File: src/rtl/mii_rx_frame_parser_pkg.sv
// Shared constants for the MII receive path: FSM encoding, CRC-32 constants,
// error-flag bit positions and the preamble/SFD nibble values.
package mii_rx_pkg;

    typedef logic [1:0] state_t;

    localparam state_t ST_IDLE     = 2'd0;
    localparam state_t ST_PREAMBLE = 2'd1;
    localparam state_t ST_DATA     = 2'd2;
    localparam state_t ST_DROP     = 2'd3;

    localparam logic [31:0] CRC_POLY    = 32'hEDB88320;
    localparam logic [31:0] CRC_INIT    = 32'hFFFFFFFF;
    localparam logic [31:0] CRC_RESIDUE = 32'hDEBB20E3;

    localparam int ERR_CRC  = 0;
    localparam int ERR_RXER = 1;
    localparam int ERR_ODD  = 2;
    localparam int ERR_LEN  = 3;

    localparam logic [3:0] PRE_NIB = 4'h5;
    localparam logic [3:0] SFD_NIB = 4'hD;

    localparam logic [10:0] LEN_SAT = 11'h7FF;

endpackage

File: src/rtl/mii_rx_frame_parser_if.sv
// MII receive nibble bus (PHY -> MAC) and the parsed byte stream plus
// per-frame status produced by the frame parser.
interface mii_rx_if;
    logic       mac_mii_rxdv;
    logic       mac_mii_rxer;
    logic [3:0] mac_mii_rxd;

    modport master (output mac_mii_rxdv, output mac_mii_rxer, output mac_mii_rxd);
    modport slave  (input  mac_mii_rxdv, input  mac_mii_rxer, input  mac_mii_rxd);
endinterface

interface rx_stream_if;
    logic        rx_tvalid;
    logic [7:0]  rx_tdata;
    logic        rx_tlast;
    logic        rx_tuser;
    logic        frame_done;
    logic        frame_good;
    logic [3:0]  err_flags;
    logic [10:0] frame_len;

    modport master (output rx_tvalid, output rx_tdata, output rx_tlast, output rx_tuser,
                    output frame_done, output frame_good, output err_flags, output frame_len);
    modport slave  (input  rx_tvalid, input  rx_tdata, input  rx_tlast, input  rx_tuser,
                    input  frame_done, input  frame_good, input  err_flags, input  frame_len);
endinterface

File: src/rtl/mii_rx_frame_parser_crc32.sv
// Combinational byte-wide step of the reflected Ethernet CRC-32, built as an
// eight-stage chain of single-bit LFSR shifts.
module eth_crc32_d8
    import mii_rx_pkg::*;
(
    input  logic [31:0] crc,
    input  logic [7:0]  data,
    output logic [31:0] crc_next
);

    logic [31:0] stage [9];

    assign stage[0] = crc ^ {24'd0, data};

    generate
        for (genvar gi = 0; gi < 8; gi++) begin : g_bit
            assign stage[gi+1] = stage[gi][0] ? ((stage[gi] >> 1) ^ CRC_POLY)
                                              : (stage[gi] >> 1);
        end
    endgenerate

    assign crc_next = stage[8];

endmodule

File: src/rtl/mii_rx_frame_parser.sv
// MII receive frame parser: preamble/SFD detection, nibble-to-byte packing,
// CRC/length checking, optional FCS stripping via a byte delay line.
module mii_rx_frame_parser
    import mii_rx_pkg::*;
#(
    parameter int MIN_LEN   = 64,
    parameter int MAX_LEN   = 1518,
    parameter int STRIP_FCS = 1
) (
    input  logic         mac_mii_rxc,
    input  logic         rstn,
    mii_rx_if.slave      mii,
    rx_stream_if.master  rx
);

    // Holding back four extra bytes lets the FCS be dropped once rxdv falls.
    localparam int          DEPTH   = (STRIP_FCS != 0) ? 5 : 1;
    localparam logic [2:0]  DEPTH_F = 3'(DEPTH);
    localparam logic [10:0] MIN_L   = 11'(MIN_LEN);
    localparam logic [10:0] MAX_L   = 11'(MAX_LEN);

    state_t      state_reg;
    logic        phase_reg;
    logic [3:0]  low_nib_reg;
    logic [31:0] crc_reg;
    logic [31:0] crc_next;
    logic [10:0] len_reg;
    logic        rxer_reg;
    logic [7:0]  dl_reg [DEPTH];
    logic [2:0]  fill_reg;

    logic        tvalid_reg;
    logic [7:0]  tdata_reg;
    logic        tlast_reg;
    logic        tuser_reg;
    logic        done_reg;
    logic        good_reg;
    logic [3:0]  err_reg;
    logic [10:0] flen_reg;

    logic [7:0]  byte_now;
    logic        push;
    logic        line_full;
    logic [3:0]  err_next;

    assign byte_now  = {mii.mac_mii_rxd, low_nib_reg};
    assign push      = (state_reg == ST_DATA) && mii.mac_mii_rxdv && phase_reg;
    assign line_full = (fill_reg == DEPTH_F);

    eth_crc32_d8 u_crc (
        .crc      (crc_reg),
        .data     (byte_now),
        .crc_next (crc_next)
    );

    // Status as it will be reported if this edge turns out to be end of frame.
    always_comb begin
        err_next           = '0;
        err_next[ERR_LEN]  = (len_reg < MIN_L) || (len_reg > MAX_L) || !line_full;
        err_next[ERR_ODD]  = phase_reg;
        err_next[ERR_RXER] = rxer_reg | mii.mac_mii_rxer;
        err_next[ERR_CRC]  = (crc_reg != CRC_RESIDUE);
    end

    always_ff @(posedge mac_mii_rxc) begin
        if (!rstn) begin
            for (int i = 0; i < DEPTH; i++) dl_reg[i] <= '0;
        end else if (push) begin
            for (int i = DEPTH - 1; i > 0; i--) dl_reg[i] <= dl_reg[i-1];
            dl_reg[0] <= byte_now;
        end
    end

    always_ff @(posedge mac_mii_rxc) begin
        if (!rstn) begin
            state_reg   <= ST_IDLE;
            phase_reg   <= 1'b0;
            low_nib_reg <= '0;
            crc_reg     <= CRC_INIT;
            len_reg     <= '0;
            rxer_reg    <= 1'b0;
            fill_reg    <= '0;
            tvalid_reg  <= 1'b0;
            tdata_reg   <= '0;
            tlast_reg   <= 1'b0;
            tuser_reg   <= 1'b0;
            done_reg    <= 1'b0;
            good_reg    <= 1'b0;
            err_reg     <= '0;
            flen_reg    <= '0;
        end else begin
            tvalid_reg <= 1'b0;
            tdata_reg  <= '0;
            tlast_reg  <= 1'b0;
            tuser_reg  <= 1'b0;
            done_reg   <= 1'b0;
            good_reg   <= 1'b0;
            err_reg    <= '0;
            flen_reg   <= '0;

            case (state_reg)
                ST_IDLE: begin
                    if (mii.mac_mii_rxdv)
                        state_reg <= (mii.mac_mii_rxd == PRE_NIB) ? ST_PREAMBLE : ST_DROP;
                end

                ST_PREAMBLE: begin
                    if (!mii.mac_mii_rxdv) begin
                        state_reg <= ST_IDLE;
                    end else if (mii.mac_mii_rxd == SFD_NIB) begin
                        state_reg <= ST_DATA;
                        phase_reg <= 1'b0;
                        crc_reg   <= CRC_INIT;
                        len_reg   <= '0;
                        rxer_reg  <= 1'b0;
                        fill_reg  <= '0;
                    end else if (mii.mac_mii_rxd != PRE_NIB) begin
                        state_reg <= ST_DROP;
                    end
                end

                ST_DROP: begin
                    if (!mii.mac_mii_rxdv) state_reg <= ST_IDLE;
                end

                ST_DATA: begin
                    if (!mii.mac_mii_rxdv) begin
                        state_reg <= ST_IDLE;
                        done_reg  <= 1'b1;
                        good_reg  <= (err_next == 4'd0);
                        err_reg   <= err_next;
                        flen_reg  <= len_reg;
                        fill_reg  <= '0;
                        phase_reg <= 1'b0;
                        if (line_full) begin
                            tvalid_reg <= 1'b1;
                            tdata_reg  <= dl_reg[DEPTH-1];
                            tlast_reg  <= 1'b1;
                            tuser_reg  <= |err_next;
                        end
                    end else begin
                        if (mii.mac_mii_rxer) rxer_reg <= 1'b1;
                        phase_reg <= ~phase_reg;
                        if (!phase_reg) begin
                            low_nib_reg <= mii.mac_mii_rxd;
                        end else begin
                            crc_reg <= crc_next;
                            if (len_reg != LEN_SAT) len_reg <= len_reg + 11'd1;
                            if (line_full) begin
                                tvalid_reg <= 1'b1;
                                tdata_reg  <= dl_reg[DEPTH-1];
                            end else begin
                                fill_reg <= fill_reg + 3'd1;
                            end
                        end
                    end
                end

                default: state_reg <= ST_IDLE;
            endcase
        end
    end

    assign rx.rx_tvalid  = tvalid_reg;
    assign rx.rx_tdata   = tdata_reg;
    assign rx.rx_tlast   = tlast_reg;
    assign rx.rx_tuser   = tuser_reg;
    assign rx.frame_done = done_reg;
    assign rx.frame_good = good_reg;
    assign rx.err_flags  = err_reg;
    assign rx.frame_len  = flen_reg;

endmodule
File: src/flat_wrapper.sv
// flat-port wrapper written by rule: the top's interface ports become plain ports
module mii_rx_frame_parser_flat import mii_rx_pkg::*;
#(
    parameter int MIN_LEN   = 64,
    parameter int MAX_LEN   = 1518,
    parameter int STRIP_FCS = 1
)
  (mac_mii_rxc, rstn, mii_mac_mii_rxdv, mii_mac_mii_rxer, mii_mac_mii_rxd, rx_rx_tvalid, rx_rx_tdata, rx_rx_tlast, rx_rx_tuser, rx_frame_done, rx_frame_good, rx_err_flags, rx_frame_len);
  mii_rx_if mii_i ();
  rx_stream_if rx_i ();
  input  logic mac_mii_rxc;
  input  logic rstn;
  input wire logic [$bits(mii_i.mac_mii_rxdv)-1:0] mii_mac_mii_rxdv;
  input wire logic [$bits(mii_i.mac_mii_rxer)-1:0] mii_mac_mii_rxer;
  input wire logic [$bits(mii_i.mac_mii_rxd)-1:0] mii_mac_mii_rxd;
  output wire logic [$bits(rx_i.rx_tvalid)-1:0] rx_rx_tvalid;
  output wire logic [$bits(rx_i.rx_tdata)-1:0] rx_rx_tdata;
  output wire logic [$bits(rx_i.rx_tlast)-1:0] rx_rx_tlast;
  output wire logic [$bits(rx_i.rx_tuser)-1:0] rx_rx_tuser;
  output wire logic [$bits(rx_i.frame_done)-1:0] rx_frame_done;
  output wire logic [$bits(rx_i.frame_good)-1:0] rx_frame_good;
  output wire logic [$bits(rx_i.err_flags)-1:0] rx_err_flags;
  output wire logic [$bits(rx_i.frame_len)-1:0] rx_frame_len;
  assign mii_i.mac_mii_rxdv = mii_mac_mii_rxdv;
  assign mii_i.mac_mii_rxer = mii_mac_mii_rxer;
  assign mii_i.mac_mii_rxd = mii_mac_mii_rxd;
  assign rx_rx_tvalid = rx_i.rx_tvalid;
  assign rx_rx_tdata = rx_i.rx_tdata;
  assign rx_rx_tlast = rx_i.rx_tlast;
  assign rx_rx_tuser = rx_i.rx_tuser;
  assign rx_frame_done = rx_i.frame_done;
  assign rx_frame_good = rx_i.frame_good;
  assign rx_err_flags = rx_i.err_flags;
  assign rx_frame_len = rx_i.frame_len;
  mii_rx_frame_parser #(.MIN_LEN(MIN_LEN), .MAX_LEN(MAX_LEN), .STRIP_FCS(STRIP_FCS)) u_core (.mac_mii_rxc(mac_mii_rxc), .rstn(rstn), .mii(mii_i), .rx(rx_i));
endmodule
File: config.mk
export PLATFORM = sky130hd
export DESIGN_NAME = mii_rx_frame_parser_flat
export DESIGN_NICKNAME = d
export VERILOG_FILES = /design/src/rtl/mii_rx_frame_parser_pkg.sv /design/src/rtl/mii_rx_frame_parser_if.sv /design/src/rtl/mii_rx_frame_parser_crc32.sv /design/src/rtl/mii_rx_frame_parser.sv /design/src/flat_wrapper.sv
export SDC_FILE = /design/constraint.sdc
export NUM_CORES = 1
export LEC_CHECK = 0
export ABC_AREA = 1
export BUFFER_PORTS_ARGS = -buffer_cell sky130_fd_sc_hd__buf_2
export CORE_MARGIN = 2
export CORE_UTILIZATION = 29
export CTS_CLUSTER_DIAMETER = 80
export DETAILED_ROUTE_END_ITERATION = 10
export PLACE_DENSITY = 0.46
export SLEW_MARGIN = 25
export SYNTH_ARGS = -nofsm -noshare
export SYNTH_HDL_FRONTEND = slang
export SYNTH_SLANG_ARGS = --single-unit
File: constraint.sdc
create_clock -name mac_mii_rxc -period 4.4 [get_ports mac_mii_rxc]
set_input_delay 0.44 -clock mac_mii_rxc [delete_from_list [all_inputs] [get_ports mac_mii_rxc]]
set_output_delay 0.44 -clock mac_mii_rxc [all_outputs]
set_load 0.03 [all_outputs]
==> impl_metrics.tcl, run 1 <==
set metrics [dict create \
    status "finished clean" \
    syn-num-nets 797 \
    final.period_utilization_pct 53.5 \
    grt_antenna_before_repair 0 \
    cts_max_level 4 \
    layout_commonest_cell "nand2_1" \
    initial_core_util_pct 29.3 \
    route.vias.total 4754 \
    min_from "mii_mac_mii_rxdv" \
    ys_seq_area_share_pct 48.3 \
    final_cell_mix "nand2_1, inv_1, nor2_1" \
    fin_nets 832 \
    port_buffers 35 \
    crit_type "flop to flop" \
    first_global_vias 4494 \
    finalClockSkew_ns 0.00936 \
    clk_path_buf_depth 2 \
    cts-root-buf "clkbuf_16" \
    end_kind "flop" \
    drive_gt1_share_pct 11.2 \
    slew_headroom_pct 39.0 \
    ant_nets 0 \
    ys_ff_latch 122 \
    fmax_mhz 425 \
    ys.warnings.count 0 \
    fin_hold_ws_ns 0.284 \
    cts_resized 0 \
    cp.arrival_ns 2.72 \
    crit_fanout 50 \
    required_ns 4.76 \
    hold_violations 0 \
    use_met3_pct 3.25 \
    worstReg2RegStart "u_core.state_reg[1]" \
    setup-violations-final 0 \
    place_area_um2 6310 \
    dieHeight_um 146 \
    rsz0062_at_grt "false" \
    cts_tree "built" \
    fin_tns_setup_ns 0 \
    drt_iter0_drc 286 \
    clk_latency_ns 0.42 \
    grt_util_met2_pct 20.8 \
    cp-startpoint "u_core.state_reg[1]" \
    largest_reg_flops 40 \
    io_pins 36 \
    overflow 0 \
    drv_slew 0 \
    grt_util_met1_pct 18.9 \
    layout.cells.non_filler 1103 \
    gp_congestion 0.813 \
    hold_class "input pin to flop" \
    cp-start-kind "flop" \
    die_area_um2 21500 \
    grt_max_degree 51 \
    leakage_uw 0.00319 \
    cts.hold.buffers_added 0 \
    detail_route.wl_per_cell_um 12.6 \
    wl_um 13900 \
    chipWidth_um 146 \
    first_pass_iters 7 \
    viasPerCell 4.31 \
    fin_area_um2 6930 \
    synthCells 785 \
    path_clk_slew_ns 0.06 \
    grt_pass1_wl_um 23500 \
    cap_violations 0 \
    grtUsageTotal_pct 13.7 \
    synth_area_per_cell_um2 7.50 \
    grt-busiest-layer "met2" \
    cts_sinks 122 \
    dp_cells 1071 \
    min_period_ns 2.36 \
    p_per_area_nw_per_um2 416 \
    ys_types 38 \
    syn_to_final_growth_pct 17.8 \
    postCtsSetupBuffers 0 \
    route.detailed.drc 0 \
    dp_hpwl_um 9290 \
    cts_buffers 17 \
    antenna_cells 0 \
    synth.cell_area_um2 5890 \
    max_slew.worst_pin.slew_ns 0.912 \
    core_um2 20100 \
    rows 52 \
    ir_worst_vdd_mv 0.191 \
]
==> cell usage after synthesis <==
cell | n | area share (%)
a21o_1 | 1 | 0.13
a21oi_1 | 23 | 2.0
a21oi_2 | 1 | 0.15
a31oi_1 | 1 | 0.11
a41oi_1 | 1 | 0.15
buf_2 | 5 | 0.43
buf_4 | 3 | 0.38
buf_6 | 1 | 0.19
clkbuf_1 | 12 | 0.77
clkinv_1 | 1 | 0.064
dfxtp_1 | 82 | 28
edfxtp_1 | 40 | 20
ha_1 | 4 | 0.85
inv_1 | 118 | 7.5
inv_2 | 3 | 0.19
inv_4 | 2 | 0.21
nand2_1 | 216 | 14
nand2_2 | 8 | 0.85
nand3_1 | 46 | 3.9
nand4_1 | 5 | 0.53
nor2_1 | 99 | 6.3
nor2_2 | 3 | 0.32
nor2_4 | 4 | 0.77
nor3_1 | 12 | 1.0
nor3b_1 | 1 | 0.13
nor4_1 | 1 | 0.11
o211ai_1 | 11 | 1.4
o21a_1 | 2 | 0.26
o21ai_0 | 37 | 3.1
o21ai_1 | 2 | 0.17
o21ai_4 | 1 | 0.28
o21bai_1 | 2 | 0.26
o22ai_1 | 1 | 0.11
o32ai_1 | 1 | 0.15
or2_0 | 1 | 0.11
or2_2 | 1 | 0.11
xnor2_1 | 9 | 1.3
xor2_1 | 24 | 3.6
==> final timing paths <==
| check | to | slack [ns] | cells after the start |
|---|---|---|---|
| worst min register to register | u_core.rx.rx_tdata[6] | 0.46 | 2 |
| worst max-delay path | u_core.len_reg[4] | 2.04 | 12 |
| worst min-delay path | u_core.rx.frame_done | 0.28 | 2 |
| worst max register to register | u_core.len_reg[4] | 2.04 | 12 |
==> cell families after synthesis <==
group           count (synthesis)  synth area share [%]
xor+xnor                       33                  4.91
fa+ha+maj                       4                 0.850
compound gates                 84                  8.25
simple gates                  397                  27.9
flops                         122                  48.3
buf+inv                       145                  9.76
==> layout make-up <==
type / instances / area, um^2
clock buffer: 18 / 439
clock inverter: 14 / 183
fill: 2145 / 13200
inverter: 124 / 470
multi-input combinational: 518 / 2470
sequential: 122 / 2840
tap: 270 / 338
timing repair buffer: 37 / 190
==> stage by stage <==
stage | util [%] | power [uW] | setup WS, ns
after floorplan | - | 1380 | 2.28
after global placement | 31.4 | 1430 | 1.87
after detailed placement | 31.4 | 1430 | 1.83
after CTS | 34.5 | 2920 | 2.03
after global routing | 34.5 | 3000 | 1.80
final | 34.5 | 2890 | 2.04
==> report_power, final <==
part | switching (uW) | total (uW) | internal (uW) | leakage (uW)
registers | 11.2 | 1200 | 1190 | 0.00108
logic | 152 | 212 | 59.7 | 0.00181
clock network | 559 | 1480 | 920 | 0.000301
total | 723 | 2890 | 2160 | 0.00319
==> critical path: stages (launching register included) <==
cell,delay (ns)
dfxtp_1,0.29
inv_1,0.13
nor2_4,0.03
buf_4,0.24
nand2_2,0.17
nor2_4,0.07
nor2_4,0.44
inv_4,0.33
o21ai_4,0.24
inv_4,0.12
nand2_1,0.08
nand2_1,0.06
a21oi_2,0.09
==> metal layers <==
metal  part of all wire, %  wire length, um  up-vias
met1                    51             7160     2123
met4                   2.4              338        0
met2                    42             5900       89
met5                     0                0        -
met3                   3.7              510       23
li1                      -                -     2519
(Power assumes the default switching activity.)
==> run 2, diff against run 1 <==
ABC_AREA = 0   (was 1)
clock period = 2.3 ns   (was 4.4 ns; I/O delays follow)
==> run 2 against run 1 <==
- fmax grew 16%
- sequential share of layout area grew 2.7 points
- power grew 86%
- clock power grew 84%
- area after synthesis shrank 8.9%
==> impl_metrics.tcl, run 2 <==
set metrics [dict create \
    comb_power_share_pct 6.8 \
    p_sw_share_pct 21.0 \
    path_clk_slew_ns 0.05 \
    nFillCells 1804 \
    clk_path_buf_depth 2 \
    p_int_uw 4250 \
    syn_to_final_growth_pct 21.4 \
    synth.most_common_cell "dfxtp_1" \
    cts_buffers 17 \
    synth.cell_area_um2 5360 \
    dp_hpwl_um 7830 \
    cap_violations 0 \
    synth_area_per_cell_um2 11.0 \
    rows 49 \
    initial_core_util_pct 29.7 \
    status "finished clean" \
    finalWorstSetupSlack_ns 0.270 \
    cts_resized 0 \
    leakage_uw 0.00256 \
    ys_async_sr_fraction_pct 0 \
    crit_path_top_delay_cell "xnor2_2" \
    io_pins 36 \
    synth_fa_ha_area_share_pct 0.934 \
    dieHeight_um 140 \
    ys_types 51 \
    cts_sinks 122 \
    crit_fanout 8 \
    end_kind "flop" \
    ys_ff_latch 122 \
    postCtsSetupBuffers 0 \
    seqPwrFrac_pct 42.3 \
    grt_antenna_before_repair 0 \
    setup-violations-final 0 \
    final.period_utilization_pct 88.3 \
    detail_route.wl_per_cell_um 15.0 \
    ant_nets 0 \
    cp-start-kind "flop" \
    synth_top_area_share_pct 30.6 \
    syn-num-nets 501 \
    viasPerCell 4.67 \
    synth_edf_count 40 \
    cts.hold.buffers_added 0 \
    drt_iter0_drc 300 \
    route.vias.total 3651 \
    final_cell_mix "dfxtp_1, and2_1, edfxtp_1" \
    synthTopCellsByArea "dfxtp_1, edfxtp_1, xnor2_1, and2_1, nand2_1" \
    synthMuxAreaShare_pct 0.560 \
    min_period_ns 2.03 \
    die_area_um2 19600 \
    wl_um 11700 \
    hold-path-cell-count 3 \
    first_pass_iters 4 \
    fin_tns_setup_ns 0 \
    max_slew.worst_pin.slew_ns 0.633 \
    port_buffers 35 \
    path_cells "xnor2_2 > xnor3_1 > xnor3_4 > o22ai_1 > nand2_1" \
    grtUsageTotal_pct 12.6 \
    critPathMaxStageDelay_ns 0.54 \
    cts_max_level 4 \
    hold_class "input pin to flop" \
    synthSimpleGateAreaFrac_pct 19.6 \
    fin_util_pct 36.1 \
    antenna_cells 0 \
    cts-root-buf "clkbuf_16" \
    fin_nets 551 \
    yosys.area.top_type "dfxtp_1" \
    layout_commonest_cell "dfxtp_1" \
    pre_cts_ws_ns 0.0642 \
    power.switching_uw 1130 \
    first_global_vias 3668 \
    hold_violations 0 \
    finalClockSkew_ns 0.00990 \
    required_ns 2.59 \
    overflow 0 \
    synthCells 489 \
    grt_max_degree 46 \
    ir_worst_vdd_mv 0.474 \
    synth_flop_cell "dfxtp_1" \
    synth-compound-area-share_pct 7.21 \
    rsz0062_at_grt "false" \
    drv_slew 0 \
    drive_gt1_share_pct 17.9 \
    fmax_mhz 493 \
    clk_latency_ns 0.42 \
    synth-xor-area-share_pct 16.5 \
    p_per_area_nw_per_um2 826 \
    gp_congestion 0.859 \
    chipWidth_um 140 \
    r2r_cells 5 \
    p_clk_share_pct 50.9 \
    largest_reg_flops 40 \
    core_um2 18000 \
    synth_top_family_by_area "simple AND/OR/NAND/NOR gates" \
    cts_tree "built" \
    grt_pass1_wl_um 19300 \
    ys_seq_area_share_pct 53.0 \
    cp.arrival_ns 2.32 \
    synth_commonest_cells "dfxtp_1, and2_1, edfxtp_1" \
    route.detailed.drc 0 \
    crit_type "flop to flop" \
    slew_headroom_pct 57.6 \
    ys.warnings.count 0 \
]
run 2: changes by cell type after synthesis, moves of 29 or more:
cell / before / now
and2_1: 0 / 49
nor2_1: 99 / 31
xnor2_1: 9 / 38
nand2_1: 216 / 37
inv_1: 118 / 6
nand3_1: 46 / 6
run 2: worst paths after layout:
kind | startpoint | endpoint | slack (ns)
max reg2reg | u_core.low_nib_reg[2] | u_core.crc_reg[18] | 0.27
min reg2reg | u_core.dl_reg[0][38] | u_core.rx.rx_tdata[6] | 0.44
max | u_core.low_nib_reg[2] | u_core.crc_reg[18] | 0.27
min | mii_mac_mii_rxer | u_core.rx.err_flags[1] | 0.06
run 2: cell families after synthesis:
kind of cell / Yosys count
and+or+nand+nor: 195
adders and majority gates: 4
DFF: 122
AOI/OAI and AO/OA: 65
buffers and inverters: 30
xor gates and xnor gates: 70
muxes: 3
run 2: power by group through the flow:
stage	Clock, uW	Sequential [uW]	Combinational [uW]
3_5_place_dp	0	2320	367
4_1_cts	2800	2280	369
2_1_floorplan	0	2320	271
3_3_place_gp	0	2320	367
6_report	2730	2280	365
5_1_grt	2890	2280	397
run 2: final cells by class:
cell class	instances	area [um^2]	share of cell area (%)
Inverter	7	26.3	0.404
Tap cell	229	287	4.40
Multi-Input combinational cell	337	2410	37.1
Clock buffer	24	452	6.94
Clock inverter	8	146	2.25
Timing Repair Buffer	54	343	5.27
Sequential cell	122	2840	43.7
run 2: layer usage:
layer	track usage (%)	part of all wire (%)	routed length, um
met1	16.6	47	5580
met2	19.9	46	5450
met3	3.79	4.5	533
met4	4.53	1.5	179
met5	0	0	0
run 2: through the flow:
stage               hold slack [ns]  total power, uW  instances  instance area, um^2
CTS                          0.0487             5440        781                 6500
floorplan                     0.346             2590        489                 5360
finish                       0.0616             5380        781                 6510
detailed placement            0.427             2690        749                 5900
global placement              0.424             2690        749                 5900
global route                 0.0883             5560        781                 6510
run 2: worst max-delay path: cells and delay by family (launching register included):
family	cells	cell delay [ns]
XOR/XNOR	3	1.38
flip-flops	1	0.34
AO/OA/AOI/OAI	1	0.12
AND/OR/NAND/NOR	1	0.07
==> run 3, diff against run 2 <==
CORE_MARGIN = 3   (was 2)
GPL_TIMING_DRIVEN = 0   (was default)
==> run 3 against run 2 <==
- die area up 2.9%
- hold slack better by 0.047 ns
- clock power down 3%
- utilization down 0.49 points
- largest cell class unchanged
==> impl_metrics.tcl, run 3 (synthesis gave the netlist of run 2 again) <==
set metrics [dict create \
    status "finished clean" \
    first_global_vias 3584 \
    io_pins 36 \
    dp_hpwl_um 8800 \
    r2r_cells 5 \
    cp.arrival_ns 2.45 \
    leakage_uw 0.00249 \
    crit_fanout 9 \
    cts_sinks 122 \
    min_from "mii_mac_mii_rxer" \
    seqCellArea_um2 2840 \
    antenna_cells 0 \
    grt_pass1_wl_um 20200 \
    dp_cells 753 \
    cp-start-kind "flop" \
    slew_headroom_pct 49.6 \
    clk_path_buf_depth 2 \
    cts_tree "built" \
    initial_core_util_pct 29.6 \
    finalClockSkew_ns 0.00916 \
    core_um2 18100 \
    viasPerCell 4.80 \
    wl_um 12800 \
    rows 49 \
    multi_input_area_um2 2420 \
    route.detailed.drc 0 \
    pre_cts_ws_ns 0.0205 \
    dieHeight_um 142 \
    cts_max_level 4 \
    nFillCells 1817 \
    hold_class "input pin to flop" \
    detail_route.wl_per_cell_um 16.3 \
    grt_max_degree 31 \
    postCtsSetupBuffers 0 \
    drv_slew 0 \
    cp-startpoint "u_core.low_nib_reg[0]" \
    fin_nets 555 \
    layout.cells.non_filler 785 \
    ant_nets 0 \
    finalWorstSetupSlack_ns 0.111 \
    use_met3_pct 4.03 \
    ir_worst_vdd_mv 0.472 \
    largest_reg_flops 40 \
    port_buffers 34 \
    syn_to_final_growth_pct 20.2 \
    grt_antenna_before_repair 0 \
    crit_type "flop to flop" \
    clk_latency_ns 0.42 \
    layout_commonest_cell "dfxtp_1" \
    min_period_ns 2.19 \
    overflow 0 \
    final_cell_mix "dfxtp_1, and2_1, edfxtp_1" \
    grtUsageTotal_pct 13.3 \
    p_per_area_nw_per_um2 821 \
    cts_buffers 17 \
    end_kind "flop" \
    required_ns 2.57 \
    hold-path-cell-count 3 \
    hold_violations 0 \
    hold_end "u_core.rxer_reg" \
    grt_util_met1_pct 17.9 \
    chipWidth_um 142 \
    max_slew.worst_pin.slew_ns 0.752 \
    grt-busiest-layer "met2" \
    path_clk_slew_ns 0.06 \
    drt_iter0_drc 214 \
    first_pass_iters 5 \
    worstReg2RegStart "u_core.low_nib_reg[0]" \
    rsz0062_at_grt "false" \
    cts-root-buf "clkbuf_16" \
    route.vias.total 3767 \
    die_area_um2 20100 \
    drive_gt1_share_pct 15.8 \
    r2r_setup_slack_ns 0.11 \
    fmax_mhz 457 \
    final.period_utilization_pct 95.2 \
    cap_violations 0 \
    gp_congestion 0.868 \
    setup-violations-final 0 \
    r2r-end "u_core.crc_reg[20]" \
    grt_util_met2_pct 20.0 \
]
run 3: cell count changes in the layout (fill, tap and decap cells not counted), moves of 2 or more:
cell / delta
buf_4: -17
clkinvlp_4: +3
clkbuf_2: +2
bufinv_16: -2
clkbuf_1: +15
run 3: worst max-delay path by stage:
stage                            to  cells past startpoint
5_1_grt          u_core.crc_reg[18]                      5
3_3_place_gp   u_core.dl_reg[0][32]                      4
4_1_cts          u_core.rx.rx_tuser                      4
6_report         u_core.crc_reg[20]                      5
3_5_place_dp     u_core.rx.rx_tuser                      4
2_1_floorplan   u_core.dl_reg[0][0]                      4
run 3: metrics by stage:
stage / cell area, um^2 / total power, uW / utilization [%] / hold slack, ns / TNS (ns)
after detailed placement: 5840 / 2680 / 32.3 / 0.430 / 0
after global placement: 5820 / 2680 / 32.2 / 0.425 / -27.20
after CTS: 6420 / 5360 / 35.5 / 0.0946 / 0
after floorplan: 5360 / 2590 / - / 0.346 / 0
final: 6440 / 5290 / 35.6 / 0.108 / 0
after global routing: 6440 / 5490 / 35.6 / 0.115 / 0
run 3: critical path, cell delays in order, from the launching register on:
cell and delay (ns):
dfxtp_1 0.37, xnor2_4 0.50, xnor2_4 0.29, xnor3_2 0.55, nor3_1 0.24, a221oi_1 0.08
run 3: area by class of cell:
| type | count | area share, % |
|---|---|---|
| sequential | 122 | 44.1 |
| multi-input combinational | 337 | 37.6 |
| clock buffer | 22 | 7.28 |
| tap | 229 | 4.45 |
| timing repair buffer | 35 | 2.95 |
| clock inverter | 10 | 1.79 |
| buffer | 23 | 1.40 |
| inverter | 7 | 0.408 |
run 3: metal layers:
| layer | vias to the layer above | part of all wire (%) |
|---|---|---|
| met5 | - | 0 |
| met4 | 0 | 1.5 |
| met3 | 14 | 4.6 |
| met2 | 89 | 47 |
| met1 | 1835 | 47 |
| li1 | 1829 | - |
run 3: repair_timing:
item | in CTS | in global routing
hold buffers | 0 | 0
endpoints found under the setup margin | 0 | 52
resized for setup | 0 | 5
run 3: power by group:
group | internal [uW] | switching (uW)
Clock | 1670 | 978
Combinational | 168 | 194
Sequential | 2260 | 16.7
